--- src/rtl/fwd_mux_reg.sv ---
// Registered N-to-1 forwarding operand select at the ID/EX boundary.
// Adds stall/flush control and a saturating counter of illegal selects.
module fwd_mux_reg #(
    parameter int BITWIDTH    = 32,
    parameter int NUM_IN      = 4,
    parameter int SEL_W       = 2,
    parameter int ERR_CNT_W   = 8,
    parameter int HOLD_ON_ERR = 0
) (
    input  logic                       clk,
    input  logic                       rst,
    input  logic [NUM_IN*BITWIDTH-1:0] din,
    input  logic [SEL_W-1:0]           sel,
    input  logic                       in_valid,
    input  logic                       stall,
    input  logic                       flush,
    input  logic                       err_clr,
    output logic [BITWIDTH-1:0]        y,
    output logic                       y_valid,
    output logic [SEL_W-1:0]           y_sel,
    output logic                       sel_err,
    output logic [ERR_CNT_W-1:0]       err_cnt
);

    generate
        if (NUM_IN < 2 || NUM_IN > (2 ** SEL_W)) begin : g_bad_cfg
            $error("fwd_mux_reg: NUM_IN must lie in 2..2**SEL_W");
        end
    endgenerate

    // NUM_IN always fits in SEL_W+1 bits, so the legality compare never truncates.
    localparam logic [SEL_W:0] NUM_IN_W = (SEL_W + 1)'(NUM_IN);

    logic                sel_legal;
    logic [BITWIDTH-1:0] picked;
    logic                load;
    logic                err_inc;

    assign sel_legal = ({1'b0, sel} < NUM_IN_W);

    // Explicit decode keeps an out-of-range sel from ever indexing past din.
    always_comb begin
        picked = '0;
        for (int i = 0; i < NUM_IN; i++) begin
            if (sel == SEL_W'(i)) begin
                picked = din[i*BITWIDTH +: BITWIDTH];
            end
        end
    end

    assign load    = !flush && !stall;
    assign err_inc = load && in_valid && !sel_legal;

    always_ff @(posedge clk) begin
        if (rst) begin
            y       <= '0;
            y_valid <= 1'b0;
            y_sel   <= '0;
            sel_err <= 1'b0;
            err_cnt <= '0;
        end else begin
            if (flush) begin
                y       <= '0;
                y_valid <= 1'b0;
                y_sel   <= '0;
                sel_err <= 1'b0;
            end else if (!stall) begin
                if (!in_valid) begin
                    y_valid <= 1'b0;
                    sel_err <= 1'b0;
                end else if (sel_legal) begin
                    y       <= picked;
                    y_sel   <= sel;
                    y_valid <= 1'b1;
                    sel_err <= 1'b0;
                end else begin
                    if (HOLD_ON_ERR == 0) begin
                        y <= '0;
                    end
                    y_sel   <= sel;
                    y_valid <= 1'b0;
                    sel_err <= 1'b1;
                end
            end

            // Clear wins over a same-cycle increment; the count saturates.
            if (err_clr) begin
                err_cnt <= '0;
            end else if (err_inc && (err_cnt != {ERR_CNT_W{1'b1}})) begin
                err_cnt <= err_cnt + 1'b1;
            end
        end
    end

endmodule

--- config.mk ---
export PLATFORM = sky130hd
export DESIGN_NAME = fwd_mux_reg
export DESIGN_NICKNAME = d
export VERILOG_FILES = /design/src/rtl/fwd_mux_reg.sv
export SDC_FILE = /design/constraint.sdc
export NUM_CORES = 1
export LEC_CHECK = 0
export CAP_MARGIN = 20
export CORE_MARGIN = 2
export CORE_UTILIZATION = 35
export DETAILED_ROUTE_END_ITERATION = 7
export HOLD_SLACK_MARGIN = 0.15
export PLACE_DENSITY = 0.89
export SLEW_MARGIN = 40
export SYNTH_ARGS = -nofsm -noshare
export SYNTH_HDL_FRONTEND = slang
export SYNTH_SLANG_ARGS = --single-unit
--- constraint.sdc ---
create_clock -name clk -period 2 [get_ports clk]
set_input_delay 0.2 -clock clk [delete_from_list [all_inputs] [get_ports clk]]
set_output_delay 0.2 -clock clk [all_outputs]
set_load 0.01 [all_outputs]
* Yosys cells after proc, flatten, opt, wreduce, memory -nomap -nowiden
Index checks and enable logic that the tools add are counted.
** Operators by class
- Equal/unequal tests :: 3
- Multiplexer cells :: 5
- Bitwise logic cells :: 1
- Reductions and logical operators :: 3
** Operators with widths (count)
- $mux W32 :: 4
- $eq A2 B2 Y1 const B :: 2
- $eq A2 B1 Y1 const B :: 1
- $logic_not A2 Y1 :: 1
- $reduce_and A2 Y1 :: 1
- $reduce_or A2 Y1 :: 1
- $mux W1 :: 1
- $not A1 Y1 :: 1
** Storage, ports and cells
- Register bits after elaboration :: 35
- Bits of input ports :: 136
- Output and inout bits :: 44

* Longest topological paths before layout
Gate-level depths: netlist of run 1.
- Depth after elaboration :: 5
- Gate-level depth with buffers :: 5
- Gate-level depth less buffers :: 3

* Least setup slack after synthesis of run 1
Ideal clock, no wire load.
- Path kind :: input -> register
- Start :: input sel[0]
- End :: register y[0]
- Library setup time :: 0.128 ns
- Arrival :: 1.115 ns
- Required time :: 1.872 ns
- Path slack :: 0.757 ns
- Stages on the path :: 5
- Cells stage by stage :: buf_6 > buf_12 > mux4_2 > mux2i_1 > nor2_1
** On the way
- Longest elaborated chain between the ends :: 5
- Elaborated cells between the ends (all ways) :: 8
** Ends and longest elaborated chain
- from (decl) :: RTL line 13 : input logic [SEL_W-1:0] sel,
- $logic_not A2 Y1 :: RTL line 45 : if (sel == SEL_W'(i)) begin
- $mux W32 (3 in a row) :: RTL line 45
- $mux W32 (*) :: RTL line 45
- to (signal assigned) :: RTL line 72 : y <= picked;
- to (decl) :: RTL line 18 : output logic [BITWIDTH-1:0] y,
Every way passes the cells marked *; elsewhere a longest branch is shown, timed or not.
A chain may end at the register's enable or synchronous reset.

* Worst setup path in the final report of run 1
- Start :: register y[29]
- End :: output y[29]
No word-level cell between the ends.

==> key figures, run 1 <==
Outcome
  • Status: completed

STA
  • Hold Violations, Final: 0
  • Slew headroom: 0.5503
  • Setup TNS: 0 ps
  • Fmax: 720.5 MHz
  • Final setup margin: 612.2 ps
  • Hold_ws: 456.4 ps
  • Final period util: 0.6939
  • Minimum clock period after layout: 1388 ps
  • Slew at the pin with the worst max-slew slack: 674.5 ps
  • RSZ-0062 raised after global routing: false
  • Slew Viols, Final: 0
  • Final setup violation count: 0
  • Skew final: 0 ps

Power
  • Leak pwr: 1.555 nW
  • Pwr dens: 461.4 mW/mm^2
  • Max VDD drop: 0.2618 mV

Worst hold path
  • Hold Crit Start: y_valid
  • Hold Path Stages: 2
  • Min-Delay Path Class: flip-flop to flip-flop

GRT
  • First-pass GRT wire length: 9.384 mm
  • Number of global-route vias before repair: 1963
  • Initial antenna violation count: 0
  • Pin count of the biggest net entering global routing: 36
  • Met1 Use GR: 0.1911
  • Global-route usage over all layers: 0.1877
  • GRT met3 Usage: 0.05934
  • Grt met2 use: 0.3504
  • GR Overflow Total: 0
  • Top Usage Layer GRT: met2

Synthesis
  • Synth Area per Inst: 12.82 sq um
  • Synth Area in Compound Gates: 0.004703
  • Yosys cell types: 17
  • Adder-cell share of the synthesized area: 0
  • Main combinational cell family by area after synthesis: multiplexers
  • Number of synthesized register bits: 35
  • Sequential fraction of the synthesis area: 0.3292
  • Synth Instances: 166
  • Synthesized-area fraction occupied by and/or/nand/nor cells: 0.07113
  • Synth warn: 0
  • Xor/xnor share of the synthesized area: 0
  • Synth area leader: dfxtp_1
  • Top post-synthesis cells by area: dfxtp_1 (33%), mux4_2 (31%), mux2i_1 (16%)
  • Mapped Area: 0.002128 sq mm
  • Area share of the largest cell type after synthesis: 0.3292
  • Post-synthesis mux area share: 0.4991

Floorplanning
  • Die height: 81.98 microns
  • Starting density of the core: 0.3616
  • I/O pin cnt: 180
  • Area of the die: 0.006721 sq mm
  • Core area: 0.005886 sq mm
  • Row count: 28
  • Chip Width: 81.98 microns

CTS
  • Max clock buf depth: 2
  • Clk sinks: 35
  • CTS tree: done
  • Post-CTS Setup Inserts: 0
  • Worst-Skew Late Latency: 280 ps
  • Root Buffer: clkbuf_8
  • Total CTS buffers: 5
  • H-Tree Depth: 2
  • Worst-path clk slew: 70 ps
  • Post-cts sizing count: 0
  • # hold bufs at CTS: 0

Setup path
  • Critical Path End Type: output port
  • Top Family by Delay on Critical Path: buffers and inverters
  • Worst Reg-to-Reg Cells: 2
  • Crit-path max cell delay: 560 ps
  • CP startpoint kind: flip-flop
  • Critical Path RT: 1800 ps
  • Critical Path Start: y[29]
  • Crit Path Class: flip-flop to output port
  • Worst R2R Start: y[17]
  • Crit path max-delay cell type: clkdlybuf4s50_1
  • CP Max Fanout: 2
  • Number of buffers and inverters on the critical path: 1
  • WP depth: 1
  • Worst EP arrival: 1190 ps
  • Ordered list of cells on the worst path: clkdlybuf4s50_1

Drt
  • Routed via count: 1991
  • Vias per Instance: 4.928
  • Drt wl/cell: 16.16 microns
  • First-pass detailed-route iteration total: 4
  • Total Wirelength: 6.529 mm
  • DRT iter0 DRCs: 35
  • Drc violations: 0
  • Final ANT Viol Nets: 0

Layout
  • Area grow syn2layout: 82.48%
  • Commonest non-fill, non-tap cell in the layout: clkdlybuf4s50_1
  • Layout cells sized above 1: 0.1307
  • Commonest non-fill, non-tap cells in the layout: clkdlybuf4s50_1 (168), dfxtp_1 (35), mux2i_1 (33), nor2_1 (33), mux4_2 (29)
  • Fill count: 462
  • Final Net Count: 465
  • Ant. Diodes: 0

Place
  • # port buffers: 169
  • Placer Congestion: 0.7131
  • Post-Place Worst Slack: 364.6 ps
  • Post-DP HPWL: 5.236 mm

Job
  • Max-cap violations: 0
flip-flops by register name (all words and copies together), names as in the netlist:
register and count:
y 32, y_sel 2, y_valid 1
path summary, 6_finish.rpt:
path         slack [ps]  endpoint
min                 460   y_valid
min reg2reg         460   y_valid
max reg2reg        1340     y[17]
max                 610     y[29]
layout make-up:
class	instances	area, sq um	share of cell area
repair buffers	173	1742	0.4485
multi-input cells	114	1260	0.3244
flip-flops and latches	35	700.7	0.1804
well taps	75	93.84	0.02416
clock buffers	6	82.58	0.02126
clock inverters	1	5.005	0.001289
cells in the mapped netlist (all sizes together):
cell type and count:
nor2 33, nand2b 1, buf 21, nand3b 1, dfxtp 35, or2 1, clkbuf 4, mux4 32
a21oi 2, conb 1, nand2 2, mux2i 33
logic make-up (layout without fill, tap and decap cells):
| group | Yosys count | count (layout) |
|---|---|---|
| simple gates | 38 | 38 |
| compound gates | 2 | 2 |
| buf+inv | 25 | 180 |
| mux | 65 | 65 |
| other cells | 1 | 9 |
| flops | 35 | 35 |
metal layers:
metal / part of all wire / vias up
met4: 0.014 / 0
met5: 0 / -
met1: 0.33 / 943
met2: 0.55 / 109
met3: 0.11 / 10
li1: - / 929
worst register-to-register path, delay by kind of cell (launching register included):
| kind | cells | cell delay, ps |
|---|---|---|
| DFF | 1 | 320 |
| muxes | 1 | 160 |
| and+or+nand+nor | 1 | 50 |
per-stage QoR:
| stage | instance area [sq um] | power [mW] | cells | util |
|---|---|---|---|---|
| 6_report | 3884 | 1.792 | 404 | 0.6599 |
| 3_5_place_dp | 3796 | 1.304 | 397 | 0.6450 |
| 5_1_grt | 3884 | 1.883 | 404 | 0.6599 |
| 4_1_cts | 3884 | 1.822 | 404 | 0.6599 |
| 3_3_place_gp | 3796 | 1.287 | 397 | 0.6450 |
| 2_1_floorplan | 2158 | 0.9991 | 174 | - |
report_power, final:
| group | internal, mW | switching (mW) | leakage (nW) |
|---|---|---|---|
| sequential | 0.716 | 0.00931 | 0.284 |
| clock | 0.270 | 0.237 | 0.0470 |
| combinational | 0.400 | 0.160 | 1.22 |
| total | 1.39 | 0.406 | 1.56 |
Power figures use the tool's default switching activity.
==> inputs of run 2 (changes only) <==
CORE_UTILIZATION = 32   (was 35)
PLACE_DENSITY = 0.82   (was 0.89)
clock period = 1.4 ns   (was 2 ns; I/O delays follow)
==> run 2 against run 1 <==
Against the previous run:
- cell area is 2.9% higher
- final cell count is 1.7% higher
- worst hold slack worse by 30 ps
- non-clock buffer count is 4 higher
- combinational power is 47% higher
- first-iteration DRC count is 20% lower
- power is 55% higher
- die area is 8.9% higher
- routed wire length is 4.4% lower
- register-to-register slack worse by 580 ps
- clock skew stayed put
==> key figures, run 2 (same netlist as run 1, synthesis figures left out) <==
Floorplanning
  • Die height: 85.56 microns
  • Core area: 0.006386 sq mm
  • Area of the die: 0.007320 sq mm
  • I/O pin cnt: 180
  • Row count: 29
  • Starting density of the core: 0.3333
  • Chip Width: 85.56 microns

STA
  • Hold Violations, Final: 0
  • Skew final: 0 ps
  • Final period util: 0.9466
  • Final setup violation count: 0
  • Minimum clock period after layout: 1325 ps
  • RSZ-0062 raised after global routing: false
  • Fmax: 754.6 MHz
  • Slew Viols, Final: 0

Worst hold path
  • Min-Delay Path Class: primary input to flip-flop

CTS
  • # hold bufs at CTS: 0
  • Max clock buf depth: 2
  • Worst-Skew Late Latency: 280 ps
  • Post-CTS Setup Inserts: 0
  • CTS tree: done
  • Clk sinks: 35
  • Post-cts sizing count: 0
  • Root Buffer: clkbuf_8
  • Worst-path clk slew: 70 ps
  • H-Tree Depth: 2
  • Total CTS buffers: 5

Drt
  • Drc violations: 0
  • Final ANT Viol Nets: 0
  • DRT iter0 DRCs: 28
  • Routed via count: 1967
  • First-pass detailed-route iteration total: 4
  • Drt wl/cell: 15.19 microns
  • Total Wirelength: 6.243 mm
  • Vias per Instance: 4.786

GRT
  • Pin count of the biggest net entering global routing: 36
  • Number of global-route vias before repair: 2107
  • First-pass GRT wire length: 9.570 mm
  • Global-route usage over all layers: 0.1678
  • Initial antenna violation count: 0
  • GR Overflow Total: 0

Place
  • Post-DP HPWL: 5.086 mm
  • # port buffers: 169
  • DP Cell Count: 403
  • Placer Congestion: 0.7136

Layout
  • Final Net Count: 469
  • Max reg flops: 32
  • Largest registers: y: 32 flops, y_sel: 2 flops, y_valid: 1 flops
  • Ant. Diodes: 0
  • Fill count: 507
  • Area grow syn2layout: 87.77%
  • Layout cells sized above 1: 0.1437
  • Register area: 700.7 sq um
  • Commonest non-fill, non-tap cells in the layout: clkdlybuf4s50_1 (168), dfxtp_1 (35), mux2i_1 (33), nor2_1 (33), mux4_2 (29)
  • Area of the multi-input gates: 0.001260 sq mm
  • Commonest non-fill, non-tap cell in the layout: clkdlybuf4s50_1
  • Non-Filler Instances: 411
  • Biggest register: y

Setup path
  • Worst EP arrival: 1190 ps
  • CP Max Fanout: 2
  • Crit Path Class: flip-flop to output port
  • Crit-path max cell delay: 560 ps
  • Critical Path End Type: output port
  • Crit path max-delay cell type: clkdlybuf4s50_1
  • Critical Path RT: 1260 ps
  • Ordered list of cells on the worst path: clkdlybuf4s50_1
  • CP startpoint kind: flip-flop
  • Number of buffers and inverters on the critical path: 1
  • Top Family by Delay on Critical Path: buffers and inverters

Power
  • Max VDD drop: 0.4466 mV
  • Design Power: 2.786 mW
  • Pwr dens: 697.1 mW/mm^2
  • Leak pwr: 1.609 nW

Job
  • Max-cap violations: 0

Outcome
  • Status: completed
-- run 2: power by group --
group	leakage, nW	internal [mW]	switching [mW]
clock	0.0612	0.576	0.354
combinational	1.26	0.593	0.228
sequential	0.284	1.02	0.0130
-- run 2: final cells by class --
| class | count | area share |
|---|---|---|
| clock inverters | 2 | 0.008766 |
| multi-input cells | 114 | 0.3153 |
| repair buffers | 177 | 0.4559 |
| flip-flops and latches | 35 | 0.1753 |
| clock buffers | 6 | 0.02066 |
| well taps | 77 | 0.02411 |
-- run 2: path summary, 6_finish.rpt --
kind                            startpoint        to  slack, ps  depth (start not counted)
worst max-delay path                 y[25]     y[25]         70                          1
worst min-delay path                sel[0]  y_sel[0]        430                          4
worst max register to register       y[18]     y[18]        760                          2
worst min register to register    y_sel[1]  y_sel[1]        460                          2
-- run 2: metrics by stage --
| step | instance area, sq um | hold slack [ps] | worst slack, ps | utilization | TNS [ps] |
|---|---|---|---|---|---|
| after global routing | 3996 | 434.2 | 21.66 | 0.6258 | 0 |
| after detailed placement | 3879 | 454.3 | -150.8 | 0.6074 | -3915 |
| after CTS | 3996 | 424.7 | 63.13 | 0.6258 | 0 |
| final | 3996 | 426.2 | 74.74 | 0.6258 | 0 |
| after floorplan | 2158 | 288.3 | 217.3 | - | 0 |
| after global placement | 3879 | 443.3 | -116.0 | 0.6074 | -3076 |
-- run 2: metal layers --
| metal | GRT usage | routed length [microns] |
|---|---|---|
| met1 | 0.1596 | 2099 |
| met2 | 0.3281 | 3446 |
| met3 | 0.05582 | 612 |
| met4 | 0.06349 | 85 |
| met5 | 0 | 0 |
